===== src/rtl/param_pipe_cska.sv =====
// Pipelined carry-skip adder: one BLOCK-wide slice per stage, global stall on backpressure,
// optional OR-approximation of the low APPROX_BITS bits, and a saturating skip-path counter.
module param_pipe_cska #(
   parameter int WIDTH       = 16,
   parameter int BLOCK       = 4,
   parameter int APPROX_BITS = 4,
   parameter int STAGES      = WIDTH / BLOCK
) (
   input  logic              clk,
   input  logic              rst_n,
   input  logic              in_valid,
   output logic              in_ready,
   input  logic [WIDTH-1:0]  a,
   input  logic [WIDTH-1:0]  b,
   input  logic              cin,
   input  logic              approx_en,
   output logic              out_valid,
   input  logic              out_ready,
   output logic [WIDTH-1:0]  sum,
   output logic              cout,
   output logic [STAGES-1:0] stage_en,
   output logic [15:0]       skip_cnt
);

   // The last stage never forwards operands, so only STAGES-1 operand registers exist.
   localparam int OPS = (STAGES > 1) ? STAGES - 1 : 1;

   logic                           advance;
   logic [STAGES-1:0]              vld_q, c_q, skp_q;
   logic [STAGES-1:0][WIDTH-1:0]   sum_q;
   logic [OPS-1:0][WIDTH-1:0]      a_q, b_q;
   logic [OPS-1:0]                 apx_q;
   logic [15:0]                    cnt_q;

   logic [STAGES-1:0]              vin_w, cin_w, apx_w, skp_w;
   logic [STAGES-1:0][WIDTH-1:0]   a_w, b_w, sin_w;
   logic [STAGES-1:0][WIDTH+1:0]   stg_d;

   // Returns {skip_taken, block_carry_out, partial_sum} for block s.
   function automatic logic [WIDTH+1:0] blk_add(
      input logic [WIDTH-1:0] a_v,
      input logic [WIDTH-1:0] b_v,
      input logic [WIDTH-1:0] s_v,
      input int               s,
      input logic             c_in,
      input logic             apx
   );
      logic [WIDTH-1:0] res;
      logic             c, p, all_p, skip;
      int               i;
      res   = s_v;
      c     = c_in;
      all_p = 1'b1;
      for (int j = 0; j < BLOCK; j++) begin
         i     = s * BLOCK + j;
         p     = a_v[i] ^ b_v[i];
         all_p = all_p & p;
         if (apx && (i < APPROX_BITS)) begin
            res[i] = a_v[i] | b_v[i];
            c      = (i == APPROX_BITS - 1) ? (a_v[i] & b_v[i]) : 1'b0;
         end else begin
            res[i] = p ^ c;
            c      = (a_v[i] & b_v[i]) | (p & c);
         end
      end
      // Blocks touching approximated bits never use the skip mux.
      skip = all_p & (~apx | (s * BLOCK >= APPROX_BITS));
      return {skip, (skip ? c_in : c), res};
   endfunction

   assign advance   = out_ready | ~vld_q[STAGES-1];
   assign in_ready  = advance;
   assign out_valid = vld_q[STAGES-1];
   assign sum       = sum_q[STAGES-1];
   assign cout      = c_q[STAGES-1];
   assign skip_cnt  = cnt_q;
   assign stage_en  = {STAGES{rst_n & advance}} & vin_w;

   for (genvar s = 0; s < STAGES; s++) begin : g_stg
      if (s == 0) begin : g_first
         assign vin_w[s] = in_valid;
         assign a_w[s]   = a;
         assign b_w[s]   = b;
         assign sin_w[s] = '0;
         assign cin_w[s] = cin;
         assign apx_w[s] = approx_en;
         assign skp_w[s] = 1'b0;
      end else begin : g_rest
         assign vin_w[s] = vld_q[s-1];
         assign a_w[s]   = a_q[s-1];
         assign b_w[s]   = b_q[s-1];
         assign sin_w[s] = sum_q[s-1];
         assign cin_w[s] = c_q[s-1];
         assign apx_w[s] = apx_q[s-1];
         assign skp_w[s] = skp_q[s-1];
      end
      assign stg_d[s] = blk_add(a_w[s], b_w[s], sin_w[s], s, cin_w[s], apx_w[s]);
   end

   // Valid bits move on every advance so empty slots propagate; data only on stage_en.
   always_ff @(posedge clk or negedge rst_n) begin
      if (!rst_n) begin
         vld_q <= '0;
         c_q   <= '0;
         skp_q <= '0;
         sum_q <= '0;
         a_q   <= '0;
         b_q   <= '0;
         apx_q <= '0;
         cnt_q <= '0;
      end else begin
         for (int s = 0; s < STAGES; s++) begin
            if (advance) vld_q[s] <= vin_w[s];
            if (stage_en[s]) begin
               sum_q[s] <= stg_d[s][WIDTH-1:0];
               c_q[s]   <= stg_d[s][WIDTH];
               skp_q[s] <= skp_w[s] | stg_d[s][WIDTH+1];
            end
         end
         for (int s = 0; s < OPS; s++) begin
            if ((STAGES > 1) && stage_en[s]) begin
               a_q[s]   <= a_w[s];
               b_q[s]   <= b_w[s];
               apx_q[s] <= apx_w[s];
            end
         end
         if (out_valid && out_ready && skp_q[STAGES-1] && (cnt_q != 16'hFFFF))
            cnt_q <= cnt_q + 16'd1;
      end
   end

endmodule

===== config.mk =====
export PLATFORM = sky130hd
export DESIGN_NAME = param_pipe_cska
export DESIGN_NICKNAME = d
export VERILOG_FILES = /design/src/rtl/param_pipe_cska.sv
export SDC_FILE = /design/constraint.sdc
export NUM_CORES = 1
export LEC_CHECK = 0
export ABC_CLOCK_PERIOD_IN_PS = 2200
export BUFFER_PORTS_ARGS = -buffer_cell sky130_fd_sc_hd__buf_4
export CORE_MARGIN = 5
export CORE_UTILIZATION = 45
export CTS_CLUSTER_SIZE = 8
export DETAILED_ROUTE_END_ITERATION = 10
export PLACE_DENSITY = 0.62
export SLEW_MARGIN = 20
export SYNTH_ARGS = -nofsm -noshare
export SYNTH_HDL_FRONTEND = slang
export SYNTH_SLANG_ARGS = --single-unit

===== constraint.sdc =====
create_clock -name clk -period 2.2 [get_ports clk]
set_input_delay 0.44 -clock clk [delete_from_list [all_inputs] [get_ports clk]]
set_output_delay 0.44 -clock clk [all_outputs]
set_load 0.005 [all_outputs]

==> impl_metrics.ini, run 1 <==
[power_and_ir_drop]
power.ir.vdd_worst_uv = 542
power.density_cell_area_mw_per_mm2 = 1300
power.static_leakage_nw = 3.34

[placement]
place_area_mm2 = 0.00616
detailed_place_hpwl_mm = 6.93
placement.io_buffers = 76
gpl.final_weighted_congestion = 0.749
dp_cells = 614

[layout]
drive_gt1_share_pct = 48.2
layoutNonFillerInstCount = 655
mostFrequentLayoutCells = sky130_fd_sc_hd__dfrtp_1, sky130_fd_sc_hd__buf_4, sky130_fd_sc_hd__mux2_2, sky130_fd_sc_hd__inv_1, sky130_fd_sc_hd__ha_1
insertedDiodeCount = 0
design.final.nets = 572
commonest_non_fill_non_tap_cell_in_the_layout = sky130_fd_sc_hd__dfrtp_1
syn_to_final_growth_pct = 30.2
final_cell_area_mm2 = 0.00690

[setup_path]
worst_path_max_delay_cell = sky130_fd_sc_hd__fa_2
critical_path.max_stage_delay_ps = 330
arrival_ps = 2510
worstPathMaxFanout = 2
crit-reg2reg-capture = sin_w[39]
crit_chain = buf_8, inv_12, fa_2, nor2_2, fa_2, nor2b_4, fa_2, nor2b_4, fa_2, mux2_4, mux2i_1, o21ai_1
critPathKind = input pin to flop
worst-r2r-cell-count = 8
required_time_reported_for_the_critical_path_endpoint_ps = 2490
r2r_start = a_q[4]
crit_path_frequent_cell = sky130_fd_sc_hd__fa_2
cp-end-kind = flop
ff2ff_setup_slack_ps = 60
worst_setup_start_kind = input pin
worst_setup_path_startpoint = a[0]

[global_routing]
grt_max_degree = 60
grt_first_pass_wirelength_mm = 16.7
use_met2_pct = 23.1
globalRouteTotalUtil_pct = 14.7
use_met1_pct = 18.7
via_count_of_the_first_global_routing_pass = 3467
gr_ovfl_total = 0
global_route.peak_usage_layer = met2
initial_antenna_violation_count = 0
global_route.usage.met3_pct = 4.78

[floorplan]
die_x_um = 119
core_mm2 = 0.0115
fp.dieArea_mm2 = 0.0141
die-height_um = 119
rows = 39
boundaryPins = 77
starting_density_pct = 46.2

[outcome]
violations = setup timing
outcome = finished, violations left

[drt]
drt.antenna.violating_nets = 0
detail_route.wirelength_mm = 9.63
remaining_drc_errors = 0
drt_iter0_drc = 153
routed_via_density = 4.96
detail_route.first_pass.iterations = 5
routed_vias = 3250
wl_per_cell_um = 14.7

[hold_path]
hp-start = a[6]
whs_path_depth = 2
timing.hold.worst.class = input pin to flop
end_of_the_worst_hold_path = a_q[6]

[timing]
timing.final.setup_violations = 1
min_period_ps = 2230
report.final.slew_viol_count = 0
hold_viol = 0
rsz0062_at_grt = true
final.setup_skew_ps = 7.12
final_critical_path_setup_slack_ps = -26.6
fmax_ghz = 0.449
slew_headroom_pct = 50.9
worstMarginPinSlew_ps = 737
layout_worst_path_cycle_share_pct = 101

[cts]
clk-insertion-delay-late_ps = 400
tritoncts = done
clkSlewWorstSetupHoldPaths_ps = 50
tritoncts_num_sinks = 116
cts_max_level = 4
cts_buffer_depth = 2
clock-root-buffer = sky130_fd_sc_hd__clkbuf_16
cts_made_buffers = 17

[run]
maxCapViolations = 0

[synthesis]
synth-edff-count = 0
synth.yosys.seq_area_share_pct = 54.7
dominantRegCellSynth = sky130_fd_sc_hd__dfrtp_1
synth_warn = 0
synth_fp_nets = 464
yosys_register_bits = 116
post_synth_inst_count = 392
synth-async-reset-ratio_pct = 100
syn_area_per_cell_um2 = 13.5
synth.lib_cells_used.distinct = 39
post_synth_instance_area_mm2 = 0.00530
Yosys cell counts, types with 4 or more instances:
cell type                 count  area [um2]
sky130_fd_sc_hd__nand2_1     15        56.3
sky130_fd_sc_hd__and3_1       4        25.0
sky130_fd_sc_hd__inv_1       38         143
sky130_fd_sc_hd__nor2_1       5        18.8
sky130_fd_sc_hd__nand4_1      8        50.1
sky130_fd_sc_hd__o21ai_0     16        80.1
sky130_fd_sc_hd__a21oi_1      4        20.0
sky130_fd_sc_hd__mux2_2      83         935
sky130_fd_sc_hd__xnor2_1      9        78.8
sky130_fd_sc_hd__nand3_1      8        40.0
sky130_fd_sc_hd__xor2_1       5        43.8
sky130_fd_sc_hd__ha_1        18         225
sky130_fd_sc_hd__fa_1        16         320
sky130_fd_sc_hd__dfrtp_1    116        2900
sky130_fd_sc_hd__buf_2       10        50.1
where the power goes:
part           internal [mW]  total (mW)  leakage (nW)  switching [mW]
Clock                   1.94        2.84         0.299           0.904
Sequential              3.00        3.59          1.42           0.589
Combinational           1.51        2.54          1.62            1.03
Total                   6.45        8.98          3.34            2.52
through the flow:
stage | TNS (ps) | hold slack [ps] | power (mW) | worst slack, ps | util [%]
finish | -26.6 | 261 | 8.98 | -26.6 | 60.2
global route | -65.3 | 247 | 9.69 | -63.1 | 60.2
floorplan | -374 | 144 | 5.07 | -255 | -
CTS | -21.8 | 244 | 8.98 | -21.8 | 59.3
global placement | -797 | 263 | 5.96 | -474 | 53.8
detailed placement | -871 | 268 | 6.08 | -504 | 53.8
sequential cells by signal, summed over array words and instances (netlist names):
| signal | cells |
|---|---|
| skip_cnt | 16 |
| skp_q | 4 |
| vld_q | 4 |
| b_q | 24 |
| sin_w | 24 |
| sum | 16 |
| c_q | 4 |
| a_q | 24 |
logic make-up after synthesis:
family | synth area share (%)
flip-flops | 54.7
buffers and inverters | 3.85
adder cells (fa/ha/maj) | 10.3
AO/OA/AOI/OAI | 3.23
XOR/XNOR | 2.31
AND/OR/NAND/NOR | 7.10
multiplexers | 18.5
worst max-delay path: cells and delay by family:
kind	cells	cell delay, ps
and+or+nand+nor	3	300
muxes	2	390
adders and majority gates	4	1140
AOI/OAI and AO/OA	1	70
buffers and inverters	2	150
repair_timing:
action / CTS / global route
setup endpoints to repair: 2 / 7
gates resized for setup: 4 / 22
hold buffers: 1 / 0
pin swaps: 2 / 8
setup buffers: 0 / 9
hold endpoints to repair: 2 / 0
how the worst max path moves through the flow:
stage / to / slack (ps) / depth (start not counted)
final: c_q[0] / -30 / 12
after global routing: c_q[0] / -60 / 12
after CTS: c_q[0] / -20 / 12
after detailed placement: c_q[0] / -500 / 12
after global placement: c_q[0] / -470 / 12
after floorplan: c_q[0] / -250 / 11
metal layers:
metal | routed length, um | vias to the layer above
li1 | - | 1556
met1 | 4260 | 1614
met2 | 4730 | 69
met3 | 499 | 11
met4 | 146 | 0
met5 | 0 | -
final cells by class:
class | count | area, um2
fill | 908 | 4570
sequential | 116 | 2900
multi-input combinational | 226 | 2250
timing repair buffer | 101 | 792
clock buffer | 21 | 460
tap | 143 | 179
inverter | 38 | 160
clock inverter | 10 | 155
Power figures use the tool's default switching activity.
==> run 2: changes to the inputs <==
--- a/config.mk
+++ b/config.mk
@@ -7,7 +7,7 @@
 export LEC_CHECK = 0
 export ABC_CLOCK_PERIOD_IN_PS = 2200
 export BUFFER_PORTS_ARGS = -buffer_cell sky130_fd_sc_hd__buf_4
-export CORE_MARGIN = 5
+export CORE_MARGIN = 1
 export CORE_UTILIZATION = 45
 export CTS_CLUSTER_SIZE = 8
 export DETAILED_ROUTE_END_ITERATION = 10
==> impl_metrics.ini, run 2 (synthesized netlist as in run 1, its figures left out) <==
[drt]
wl_per_cell_um = 14.5
detail_route.first_pass.iterations = 4
drt.antenna.violating_nets = 0
remaining_drc_errors = 0
drt_iter0_drc = 87
routed_vias = 3233
detail_route.wirelength_mm = 9.41
routed_via_density = 4.98

[setup_path]
arrival_ps = 2510
number_of_buffer_and_inverter_instances_along_the_worst_setup_path = 2
critical_path.max_stage_delay_ps = 320
required_time_reported_for_the_critical_path_endpoint_ps = 2490
crit_chain = buf_6, inv_4, fa_2, nor2_2, fa_2, nor2b_4, fa_2, nor2b_4, fa_2, mux2_4, mux2i_1, o21ai_1
ff2ff_setup_slack_ps = 80
crit_path_frequent_cell = sky130_fd_sc_hd__fa_2
worstPathMaxFanout = 2
critPathKind = input pin to flop
cp-end-kind = flop
cpLargestDelayFamily = adder cells
worst_path_max_delay_cell = sky130_fd_sc_hd__fa_2
worst_setup_start_kind = input pin

[timing]
layout_worst_path_cycle_share_pct = 101
final_critical_path_setup_slack_ps = -22.4
final.setup_skew_ps = 10.3
hold_viol = 0
rsz0062_at_grt = true
worstMarginPinSlew_ps = 873
fmax_ghz = 0.450
slew_headroom_pct = 41.6
min_period_ps = 2220
timing.final.setup_violations = 1
report.final.slew_viol_count = 0

[global_routing]
gr_ovfl_total = 0
grt_max_degree = 48
initial_antenna_violation_count = 0
globalRouteTotalUtil_pct = 17.3
via_count_of_the_first_global_routing_pass = 3365
grt_first_pass_wirelength_mm = 16.4

[cts]
cts_made_buffers = 17
cts_buffer_depth = 2
tritoncts_num_sinks = 116
clkSlewWorstSetupHoldPaths_ps = 50
clock-root-buffer = sky130_fd_sc_hd__clkbuf_16
tritoncts = done
clk-insertion-delay-late_ps = 410
cts_max_level = 4

[layout]
drive_gt1_share_pct = 47.6
final_cell_area_mm2 = 0.00692
design.final.nets = 565
mostFrequentLayoutCells = sky130_fd_sc_hd__dfrtp_1, sky130_fd_sc_hd__buf_4, sky130_fd_sc_hd__mux2_2, sky130_fd_sc_hd__inv_1, sky130_fd_sc_hd__ha_1
insertedDiodeCount = 0
syn_to_final_growth_pct = 30.5
commonest_non_fill_non_tap_cell_in_the_layout = sky130_fd_sc_hd__dfrtp_1

[placement]
detailed_place_hpwl_mm = 6.68
gpl.final_weighted_congestion = 0.832
placement.io_buffers = 76
place_area_mm2 = 0.00617

[floorplan]
die_x_um = 111
rows = 39
boundaryPins = 77
die-height_um = 111
starting_density_pct = 46.2
core_mm2 = 0.0115
fp.dieArea_mm2 = 0.0122

[power_and_ir_drop]
power.static_leakage_nw = 3.35
power.ir.vdd_worst_uv = 606
power.total_mw = 9.18
power.density_cell_area_mw_per_mm2 = 1330

[run]
maxCapViolations = 0

[outcome]
violations = setup timing
outcome = finished, violations left

[hold_path]
timing.hold.worst.class = input pin to asynchronous set/reset pin
[run 2: changes by cell type in the layout (fill, tap and decap cells not counted), moves of 2 or more]
cell / before / now
sky130_fd_sc_hd__buf_4: 95 / 87
sky130_fd_sc_hd__buf_12: 1 / 3
sky130_fd_sc_hd__clkbuf_8: 2 / 4
sky130_fd_sc_hd__clkinvlp_4: 2 / 0
sky130_fd_sc_hd__inv_1: 27 / 29
sky130_fd_sc_hd__inv_2: 8 / 6
[run 2: where the power goes]
group | total, mW | internal (mW) | switching, mW
combinational | 2.55 | 1.51 | 1.04
sequential | 3.60 | 3.00 | 0.594
clock | 3.03 | 2.12 | 0.912
[run 2: per-layer routing]
metal / wire (um) / track usage, % / up-vias
met5: 0 / 0 / -
met4: 107 / 6.67 / 0
met3: 447 / 6.26 / 11
met2: 4650 / 27.2 / 80
met1: 4200 / 21.7 / 1601
li1: - / - / 1541
[run 2: metrics by stage]
stage / utilization [%] / hold WS (ps) / setup TNS, ps / setup slack (ps) / instances
global route: 60.3 / 246 / -103 / -103 / 649
global placement: 53.8 / 367 / -790 / -470 / 612
CTS: 59.8 / 242 / -25.4 / -25.4 / 645
finish: 60.3 / 250 / -22.4 / -22.4 / 649
floorplan: - / 144 / -374 / -255 / 392
detailed placement: 53.8 / 374 / -864 / -503 / 612
[run 2: timing repair]
item                                   4_1_cts  5_1_grt
setup buffers                                0        4
hold buffers                                 1        0
gates resized for setup                      5       20
endpoints found under the hold margin       19        0
pin swaps                                    2        6
setup endpoints to repair                    4        7
[run 2: layout make-up]
cell class	instances	area (um2)
flip-flops and latches	116	2900
inverters	38	160
repair buffers	94	757
clock buffers	22	484
fillers	926	4550
clock inverters	10	175
well taps	143	179
multi-input cells	226	2260
[run 2: path summary, 6_finish.rpt]
| check | startpoint | to | cells after the start |
|---|---|---|---|
| setup / recovery | b[0] | c_q[0] | 12 |
| hold reg to reg | skp_q[1] | skp_q[1] | 1 |
| max in group asynchronous | rst_n | a_q[6] | 2 |
| setup reg to reg | b_q[24] | c_q[2] | 9 |
| min in group clk | a[9] | a_q[9] | 2 |
| hold / removal | rst_n | c_q[3] | 2 |
==> run 3: changes to the inputs <==
--- a/config.mk
+++ b/config.mk
@@ -7,11 +7,12 @@
 export LEC_CHECK = 0
 export ABC_CLOCK_PERIOD_IN_PS = 2200
 export BUFFER_PORTS_ARGS = -buffer_cell sky130_fd_sc_hd__buf_4
-export CORE_MARGIN = 1
+export CORE_MARGIN = 2
 export CORE_UTILIZATION = 45
 export CTS_CLUSTER_SIZE = 8
 export DETAILED_ROUTE_END_ITERATION = 10
 export PLACE_DENSITY = 0.62
+export REMOVE_ABC_BUFFERS = 1
 export SLEW_MARGIN = 20
 export SYNTH_ARGS = -nofsm -noshare
 export SYNTH_HDL_FRONTEND = slang
==> impl_metrics.ini, run 3 (synthesized netlist as in run 1, its figures left out) <==
[outcome]
outcome = finished, violations left
violations = setup timing

[global_routing]
globalRouteTotalUtil_pct = 16.2
grt_max_degree = 65
via_count_of_the_first_global_routing_pass = 3443
initial_antenna_violation_count = 0
grt_first_pass_wirelength_mm = 16.2
gr_ovfl_total = 0

[cts]
clk-insertion-delay-late_ps = 410
tritoncts_num_sinks = 116
tritoncts = done
clock-root-buffer = sky130_fd_sc_hd__clkbuf_16
cts_max_level = 4
cts_buffer_depth = 2
cts_made_buffers = 17
clkSlewWorstSetupHoldPaths_ps = 50

[power_and_ir_drop]
power.internal_mw = 6.58
power.ir.vdd_worst_uv = 574
power.combinational.fraction_pct = 28.0
switchingPower_mw = 2.50
clock_power_share_pct = 32.7
power.static_leakage_nw = 3.35
power.density_cell_area_mw_per_mm2 = 1320
power.total_mw = 9.08
share_seq_of_total_power_pct = 39.3
swShare_pct = 27.6

[timing]
hold_viol = 0
report.final.slew_viol_count = 0
timing.final.setup_violations = 1
fin_setup_tns_ps = -83.7
slew_headroom_pct = 47.7
final_critical_path_setup_slack_ps = -83.7
fmax_ghz = 0.438
final.setup_skew_ps = 13.0
worstMarginPinSlew_ps = 785
min_period_ps = 2280
rsz0062_at_grt = true
layout_worst_path_cycle_share_pct = 104

[layout]
drive_gt1_share_pct = 46.3
design.final.nets = 569
insertedDiodeCount = 0
mostFrequentLayoutCells = sky130_fd_sc_hd__dfrtp_1, sky130_fd_sc_hd__buf_4, sky130_fd_sc_hd__mux2_2, sky130_fd_sc_hd__inv_1, sky130_fd_sc_hd__ha_1
syn_to_final_growth_pct = 29.9
commonest_non_fill_non_tap_cell_in_the_layout = sky130_fd_sc_hd__dfrtp_1

[setup_path]
cp-end-kind = flop
ff2ff_setup_slack_ps = 90
crit_path_frequent_cell = sky130_fd_sc_hd__fa_2
cpLargestDelayFamily = adder cells
critPathKind = input pin to flop
number_of_buffer_and_inverter_instances_along_the_worst_setup_path = 2
worstPathMaxFanout = 2
critical_path.max_stage_delay_ps = 350
worst_path_max_delay_cell = sky130_fd_sc_hd__fa_1
required_time_reported_for_the_critical_path_endpoint_ps = 2490
crit_chain = buf_4, inv_2, fa_2, nor2_2, fa_2, nor2b_4, fa_2, nor2b_4, fa_1, mux2_2, mux2i_1, o21ai_1
arrival_ps = 2570
worst_setup_start_kind = input pin

[drt]
routed_via_density = 5.04
detail_route.first_pass.iterations = 4
detail_route.wirelength_mm = 9.40
wl_per_cell_um = 14.4
drt_iter0_drc = 101
drt.antenna.violating_nets = 0
remaining_drc_errors = 0
routed_vias = 3289

[floorplan]
fp.dieArea_mm2 = 0.0127
rows = 39
die-height_um = 113
die_x_um = 113
starting_density_pct = 46.2
core_mm2 = 0.0115
boundaryPins = 77

[placement]
gpl.final_weighted_congestion = 0.762
placement.io_buffers = 76
detailed_place_hpwl_mm = 6.58

[run]
maxCapViolations = 0

[hold_path]
timing.hold.worst.class = input pin to asynchronous set/reset pin
run 3: changes by cell type in the layout (fill, tap and decap cells not counted), moves of 2 or more:
cell,previous run,this run
sky130_fd_sc_hd__buf_4,87,92
sky130_fd_sc_hd__clkbuf_8,4,2
sky130_fd_sc_hd__fa_1,5,9
sky130_fd_sc_hd__clkbuf_1,1,3
sky130_fd_sc_hd__fa_2,11,7
sky130_fd_sc_hd__o21ai_0,9,11
run 3: worst reg2reg max path, stage by stage (launching register included):
cell and delay, ps:
sky130_fd_sc_hd__dfrtp_1 380, sky130_fd_sc_hd__inv_2 80, sky130_fd_sc_hd__fa_1 170, sky130_fd_sc_hd__inv_1 50, sky130_fd_sc_hd__fa_1 370, sky130_fd_sc_hd__fa_1 370
sky130_fd_sc_hd__inv_1 80, sky130_fd_sc_hd__fa_1 410, sky130_fd_sc_hd__o21ai_1 130
run 3: area by class of cell:
class	instances	area, um2
clock buffer	22	464
clock inverter	10	178
fill	915	4580
inverter	38	148
multi-input combinational	226	2230
sequential	116	2900
tap	143	179
timing repair buffer	98	783
run 3: final timing paths:
check,endpoint,from,depth (start not counted)
max,c_q[0],cin,12
min in group clk,b_q[8],b[8],2
max in group asynchronous,sin_w[33],rst_n,2
min reg2reg,c_q[3],c_q[3],1
min,b_q[24],rst_n,2
max reg2reg,sum[15],c_q[2],8
run 3: metrics by stage:
step                      utilization [%]  hold slack, ps  cell area [um2]  setup WS (ps)  instances
final                                60.1             170             6890          -83.7        653
after floorplan                         -             144             5240           -389        380
after global routing                 60.1             202             6890           -170        653
after CTS                            59.3             175             6800           -111        645
after detailed placement             53.4             343             6130           -700        612
after global placement               53.4             342             6130           -560        612
run 3: per-layer routing:
layer	track usage (%)	wire (um)
met1	20.7	4240
met2	26.0	4630
met3	5.51	446
met4	5.45	86
met5	0	0
run 3: repair_timing:
item	in CTS	in global routing
pin swaps	0	5
setup endpoints to repair	3	8
hold endpoints to repair	16	0
hold buffers	1	0
setup buffers	0	8
resized for setup	11	19
run 3: power groups by stage:
stage          Combinational [mW]  Clock (mW)  Sequential, mW
2_1_floorplan                1.56           0            3.47
3_3_place_gp                 2.38           0            3.58
3_5_place_dp                 2.46           0            3.63
4_1_cts                      2.48        3.02            3.60
5_1_grt                      2.89        3.14            3.70
6_report                     2.54        2.97            3.57
